--- src/rtl/mem_arbiter.sv ---
// mem_arbiter: round-robin arbiter and bus sequencer that lets one of three
// requesters (fetch, load, store) run one memory transaction at a time.
// The FSM walks IDLE -> GRANT -> ADDR -> WAIT -> RELEASE -> DONE -> IDLE.
// If mfc never arrives, or never drops, it goes to ERROR instead.
// Every output is a register that is loaded on the edge entering a state.
// The done pulse is the one exception: it is loaded when DONE is left, so
// it appears in the following IDLE cycle. That IDLE cycle also arbitrates,
// and it masks out the requester that has just finished.
//
// Ports
//   clk      in   system clock, rising edge
//   rst      in   asynchronous active-high reset
//   req      in   [2] fetch, [1] load, [0] store access request
//   req_rw   in   per-requester direction, 1 = read, 0 = write
//   mfc      in   memory function complete
//   err_clr  in   leaves ERROR (ignored elsewhere)
//   gnt      out  one-hot grant
//   done     out  one-hot single-cycle completion pulse
//   en       out  memory enable
//   rw       out  memory direction, 1 = read
//   mar_oe   out  MAR drives address
//   mdr_we   out  MDR captures read data
//   mdr_oe   out  MDR drives write data
//   err      out  memory timeout flag
module mem_arbiter #(
  parameter int unsigned TIMEOUT = 12
) (
  input  logic       clk,
  input  logic       rst,
  input  logic [2:0] req,
  input  logic [2:0] req_rw,
  input  logic       mfc,
  input  logic       err_clr,
  output logic [2:0] gnt,
  output logic [2:0] done,
  output logic       en,
  output logic       rw,
  output logic       mar_oe,
  output logic       mdr_we,
  output logic       mdr_oe,
  output logic       err
);

  typedef enum logic [2:0] {
    S_IDLE, S_GRANT, S_ADDR, S_WAIT, S_RELEASE, S_DONE, S_ERROR
  } state_e;

  localparam logic [3:0] TIMEOUT_L = 4'(TIMEOUT);

  state_e     state_q;
  logic [1:0] last_q;     // last winner; also the index of the active transaction
  logic [3:0] cnt_q;
  logic [2:0] gnt_q;
  logic [2:0] done_q;
  logic       en_q, rw_q, mar_oe_q, mdr_we_q, mdr_oe_q, err_q;

  logic [3:0]      cnt_d;
  logic [2:0]      masked_d;
  logic [2:0][1:0] order_d;    // order_d[0] has the highest priority
  logic            pick_vld_d;
  logic [1:0]      pick_idx_d;

  always_comb begin
    cnt_d    = cnt_q + 4'd1;
    // A requester whose done pulse is showing must not win again in this cycle.
    masked_d = req & ~done_q;
    // Descending order, starting just below the last winner and wrapping.
    case (last_q)
      2'd0:    order_d = {2'd0, 2'd1, 2'd2};
      2'd1:    order_d = {2'd1, 2'd2, 2'd0};
      default: order_d = {2'd2, 2'd0, 2'd1};
    endcase
    pick_vld_d = 1'b0;
    pick_idx_d = 2'd0;
    // Walk from lowest to highest priority, so the highest-priority hit is written last.
    for (int i = 2; i >= 0; i--) begin
      if (masked_d[order_d[i]]) begin
        pick_vld_d = 1'b1;
        pick_idx_d = order_d[i];
      end
    end
  end

  always_ff @(posedge clk or posedge rst) begin
    if (rst) begin
      state_q  <= S_IDLE;
      last_q   <= 2'd0;
      cnt_q    <= 4'd0;
      gnt_q    <= 3'b000;
      done_q   <= 3'b000;
      en_q     <= 1'b0;
      rw_q     <= 1'b0;
      mar_oe_q <= 1'b0;
      mdr_we_q <= 1'b0;
      mdr_oe_q <= 1'b0;
      err_q    <= 1'b0;
    end else begin
      done_q <= 3'b000;
      case (state_q)
        S_IDLE: begin
          if (pick_vld_d) begin
            state_q <= S_GRANT;
            last_q  <= pick_idx_d;
            gnt_q   <= 3'b001 << pick_idx_d;
            rw_q    <= req_rw[pick_idx_d];
          end
        end
        S_GRANT: begin
          state_q  <= S_ADDR;
          en_q     <= 1'b1;
          mar_oe_q <= 1'b1;
          mdr_oe_q <= ~rw_q;
        end
        S_ADDR: begin
          state_q  <= S_WAIT;
          cnt_q    <= 4'd0;
          mdr_we_q <= rw_q;
        end
        S_WAIT: begin
          // mfc is tested first, so it beats a timeout that lands on the same edge.
          if (mfc) begin
            state_q  <= S_RELEASE;
            cnt_q    <= 4'd0;
            en_q     <= 1'b0;
            mar_oe_q <= 1'b0;
            mdr_we_q <= 1'b0;
            mdr_oe_q <= 1'b0;
          end else if (cnt_d == TIMEOUT_L) begin
            state_q  <= S_ERROR;
            cnt_q    <= cnt_d;
            gnt_q    <= 3'b000;
            en_q     <= 1'b0;
            rw_q     <= 1'b0;
            mar_oe_q <= 1'b0;
            mdr_we_q <= 1'b0;
            mdr_oe_q <= 1'b0;
            err_q    <= 1'b1;
          end else begin
            cnt_q <= cnt_d;
          end
        end
        S_RELEASE: begin
          if (!mfc) begin
            state_q <= S_DONE;
            gnt_q   <= 3'b000;
            rw_q    <= 1'b0;
          end else if (cnt_d == TIMEOUT_L) begin
            state_q <= S_ERROR;
            cnt_q   <= cnt_d;
            gnt_q   <= 3'b000;
            rw_q    <= 1'b0;
            err_q   <= 1'b1;
          end else begin
            cnt_q <= cnt_d;
          end
        end
        S_DONE: begin
          state_q <= S_IDLE;
          done_q  <= 3'b001 << last_q;
        end
        S_ERROR: begin
          if (err_clr) begin
            state_q <= S_IDLE;
            err_q   <= 1'b0;
          end
        end
        default: state_q <= S_IDLE;
      endcase
    end
  end

  assign gnt    = gnt_q;
  assign done   = done_q;
  assign en     = en_q;
  assign rw     = rw_q;
  assign mar_oe = mar_oe_q;
  assign mdr_we = mdr_we_q;
  assign mdr_oe = mdr_oe_q;
  assign err    = err_q;

endmodule

--- config.mk ---
export PLATFORM = sky130hd
export DESIGN_NAME = mem_arbiter
export DESIGN_NICKNAME = d
export VERILOG_FILES = /design/src/rtl/mem_arbiter.sv
export SDC_FILE = /design/constraint.sdc
export NUM_CORES = 1
export LEC_CHECK = 0
export CAP_MARGIN = 20
export CORE_ASPECT_RATIO = 0.5
export CORE_MARGIN = 2
export CORE_UTILIZATION = 45
export CTS_CLUSTER_SIZE = 8
export DETAILED_ROUTE_END_ITERATION = 16
export GPL_TIMING_DRIVEN = 0
export HOLD_SLACK_MARGIN = 0.08
export PLACE_DENSITY = 0.76
export RECOVER_POWER = 50
export SYNTH_ARGS = -nofsm -noshare
export SYNTH_HDL_FRONTEND = slang
export SYNTH_SLANG_ARGS = --single-unit
--- constraint.sdc ---
create_clock -name clk -period 3 [get_ports clk]
set_clock_uncertainty 0.1 [all_clocks]
set_input_delay 0.45 -clock clk [delete_from_list [all_inputs] [get_ports clk]]
set_output_delay 0.45 -clock clk [all_outputs]
set_load 0.01 [all_outputs]
==> results.md <==
* Status: completed
* Post_cts resized at 0
* Worst EP arrival at 2.11 ns
* Yosys top cell by area: dfrtp_1
* DR DRC count at 0
* Die W at 80.2 µm
* Sequential fraction of the synthesis area at 38.4%
* Starting Density at 48.9%
* TNS Setup at 0 ns
* Routed len/inst at 14.4 µm
* Final Power at 1.46 mW
* Comb power frac at 49.3%
* Fmax at 0.489 GHz
* Synth top cells by count: dfrtp_1, nand2_1, o21ai_0
* Switching share of power at 39.8%
* M3 GR Usage at 5.17%
* Post-CTS Setup Repair Bufs at 0
* GR Util met2 at 30.7%
* Total gr overflow at 0
* DRT antenna net count at 0
* First-pass iteration count of the detailed router at 4
* Num CTS Buffers at 3
* CP Buf/Inv Count at 0
* Core area at 2670 µm²
* CTS tree: built
* I/O Pins at 22
* Number of synthesized register bits at 20
* Number of enable flip-flop cells after synthesis at 0
* WHS Path Cells at 1
* Crit end category: flip-flop
* CTS Buffer Depth at 2
* Hold Path Class: flip-flop to flip-flop
* Final setup vio count at 0
* P per Cell Area at 896 nW/µm²
* H-tree lvl count at 1
* P_int at 879 µW
* Vias in the first global route at 1090
* Top cell type's share of synthesized area at 38.4%
* Largest net degree at the start of global routing at 21
* Crit path depth at 6
* Final wirelength at 3110 µm
* Slew margin rel. at 47.7%
* Clk sink count at 20
* Chip height at 42.1 µm
* Final worst path period share at 68.2%
* First-pass GRT wire length at 5100 µm
* Max-cap violation count at 0
* Peak fanout along the critical path at 9
* Vias at 1235
* Hold bufs inserted after CTS at 0
* GRT busiest layer: met2
* Tightest Pin Transition at 0.784 ns
* Synth Warn # at 0
* Crit Path Class: flip-flop to flip-flop
* Nets at 191
* Number of distinct library cells after synthesis at 47
* Pleak at 0.700 nW
* Antenna Cells at 0
* Syn Area/Cell at 8.53 µm²
* Mapped Nets at 165
* Mapped Area at 1310 µm²
* Vias per inst at 5.74
* Sequential share of power at 31.7%
* Peak supply drop at 425 µV
* Final hold violation count at 0
* Switch Pwr at 581 µW
* RSZ-0062 raised after global routing: no
* Rows at 13
* CP max stage delay at 0.48 ns
* Dpl hpwl at 2240 µm
* Drt initial violations at 97
* Share of layout cells above drive strength 1 at 9.55%
* Largest cells by area after synthesis: dfrtp_1, o21ai_0, nand2_1
* Initial antenna violation count at 0
* Root buf cell: clkbuf_8
* Main flop type after synthesis: dfrtp_1
* CP Launch Type: flip-flop
* Slowest-stage cell, CP: dfrtp_1
* Slew Viols, Final at 0
* Die area at 3370 µm²
* Clock latency on the worst-skew pair at 0.27 ns
* Port-buffer cells at 21
* CP delay by family, top: compound AO/OA/AOI/OAI gates
* Routability cong. at 0.826
* Clock transition at path regs at 0.08 ns
* Synth Instances at 153
* Grt met1 use at 27.0%
* Reg2Reg Depth at 6
* Area growth from synthesis to layout at 24.9%
* Top-count cell post-synth: dfrtp_1
* CP cell instances: ha_1 > nand2b_1 > o21ai_1 > a21oi_1 > a32o_2 > a22o_1
* Min Tclk post-route at 2.05 ns
* Post-synth ARST share at 100%
* CP required at 3.06 ns
* Total GRT Usage at 19.8%
* Clock Power Share at 19.0%
-- metrics by stage --
step	hold slack [ns]	util, %	setup slack (ns)	cell area (µm²)	std cells
finish	0.381	61.1	0.954	1630	215
detailed placement	0.366	58.5	0.771	1560	211
floorplan	0.314	-	1.20	1310	153
global placement	0.361	58.5	0.789	1560	211
CTS	0.393	61.2	0.990	1630	215
global route	0.420	61.1	0.832	1630	215
-- flip-flops by register name (all words and copies together) (netlist names) --
name	cells
cnt_q	4
done	3
err	1
gnt	3
last_q	2
mar_oe	1
mdr_oe	1
mdr_we	1
rw	1
state_q	3
-- cells by family (layout without fill, tap and decap cells) --
logic type	Yosys count	count (layout)	share of synthesized area (%)
buf+inv	15	40	5.27
compound gates	51	51	26.4
flops	20	20	38.4
mux	1	1	0.863
fa+ha+maj	2	2	1.92
simple gates	64	64	27.2
-- area by class of cell --
class	instances	area, µm²
multi-input cells	118	736
flip-flops and latches	20	500
clock buffers	3	41.3
plain buffers	11	51.3
fillers	235	1040
well taps	37	46.3
inverters	4	15.0
repair buffers	21	210
clock inverters	1	30.0
-- worst register-to-register path, cell delays in order (launching register included) --
cell,delay (ns)
dfrtp_1,0.48
ha_1,0.28
nand2b_1,0.22
o21ai_1,0.24
a21oi_1,0.13
a32o_2,0.31
a22o_1,0.18
-- routing by layer --
layer	part of all wire, %	vias to the layer above
li1	-	610
met1	49	595
met2	46	23
met3	4.2	7
met4	1.6	0
met5	0	-
-- power groups by stage --
stage	Combinational (mW)	Clock, mW	Sequential, mW
finish	0.720	0.278	0.463
CTS	0.724	0.281	0.464
global placement	0.714	0	0.462
floorplan	0.475	0	0.471
global route	0.795	0.291	0.480
detailed placement	0.722	0	0.469
-- placed cells by master (no fill, tap or decap), types with 3 or more instances in the layout --
| cell type | n |
|---|---|
| nor2b_1 | 4 |
| clkdlybuf4s50_1 | 17 |
| clkbuf_1 | 5 |
| dfrtp_1 | 20 |
| nor2_1 | 11 |
| buf_2 | 5 |
| nand3_1 | 3 |
| a21oi_1 | 10 |
| nor4_1 | 3 |
| a21o_1 | 6 |
| nor3b_1 | 3 |
| nand2b_1 | 5 |
| nand2_1 | 16 |
| o21ai_0 | 13 |
| a22oi_1 | 4 |
| clkbuf_8 | 3 |
| nor3_1 | 4 |
| inv_1 | 4 |
| dlygate4sd3_1 | 4 |
-- path summary, 6_finish.rpt --
path                                              to            startpoint  slack [ns]
worst max register to register        rw$_DFFE_PP0P_  cnt_q[0]$_DFFE_PP0P_        0.95
worst min-delay path              gnt[1]$_DFFE_PP0P_    gnt[1]$_DFFE_PP0P_        0.38
min in group asynchronous         gnt[0]$_DFFE_PP0P_                   rst        0.66
max in group asynchronous       cnt_q[2]$_DFFE_PP0P_                   rst        1.65
worst max-delay path                  rw$_DFFE_PP0P_  cnt_q[0]$_DFFE_PP0P_        0.95
worst min register to register    gnt[1]$_DFFE_PP0P_    gnt[1]$_DFFE_PP0P_        0.38
Power figures use the tool's default switching activity.
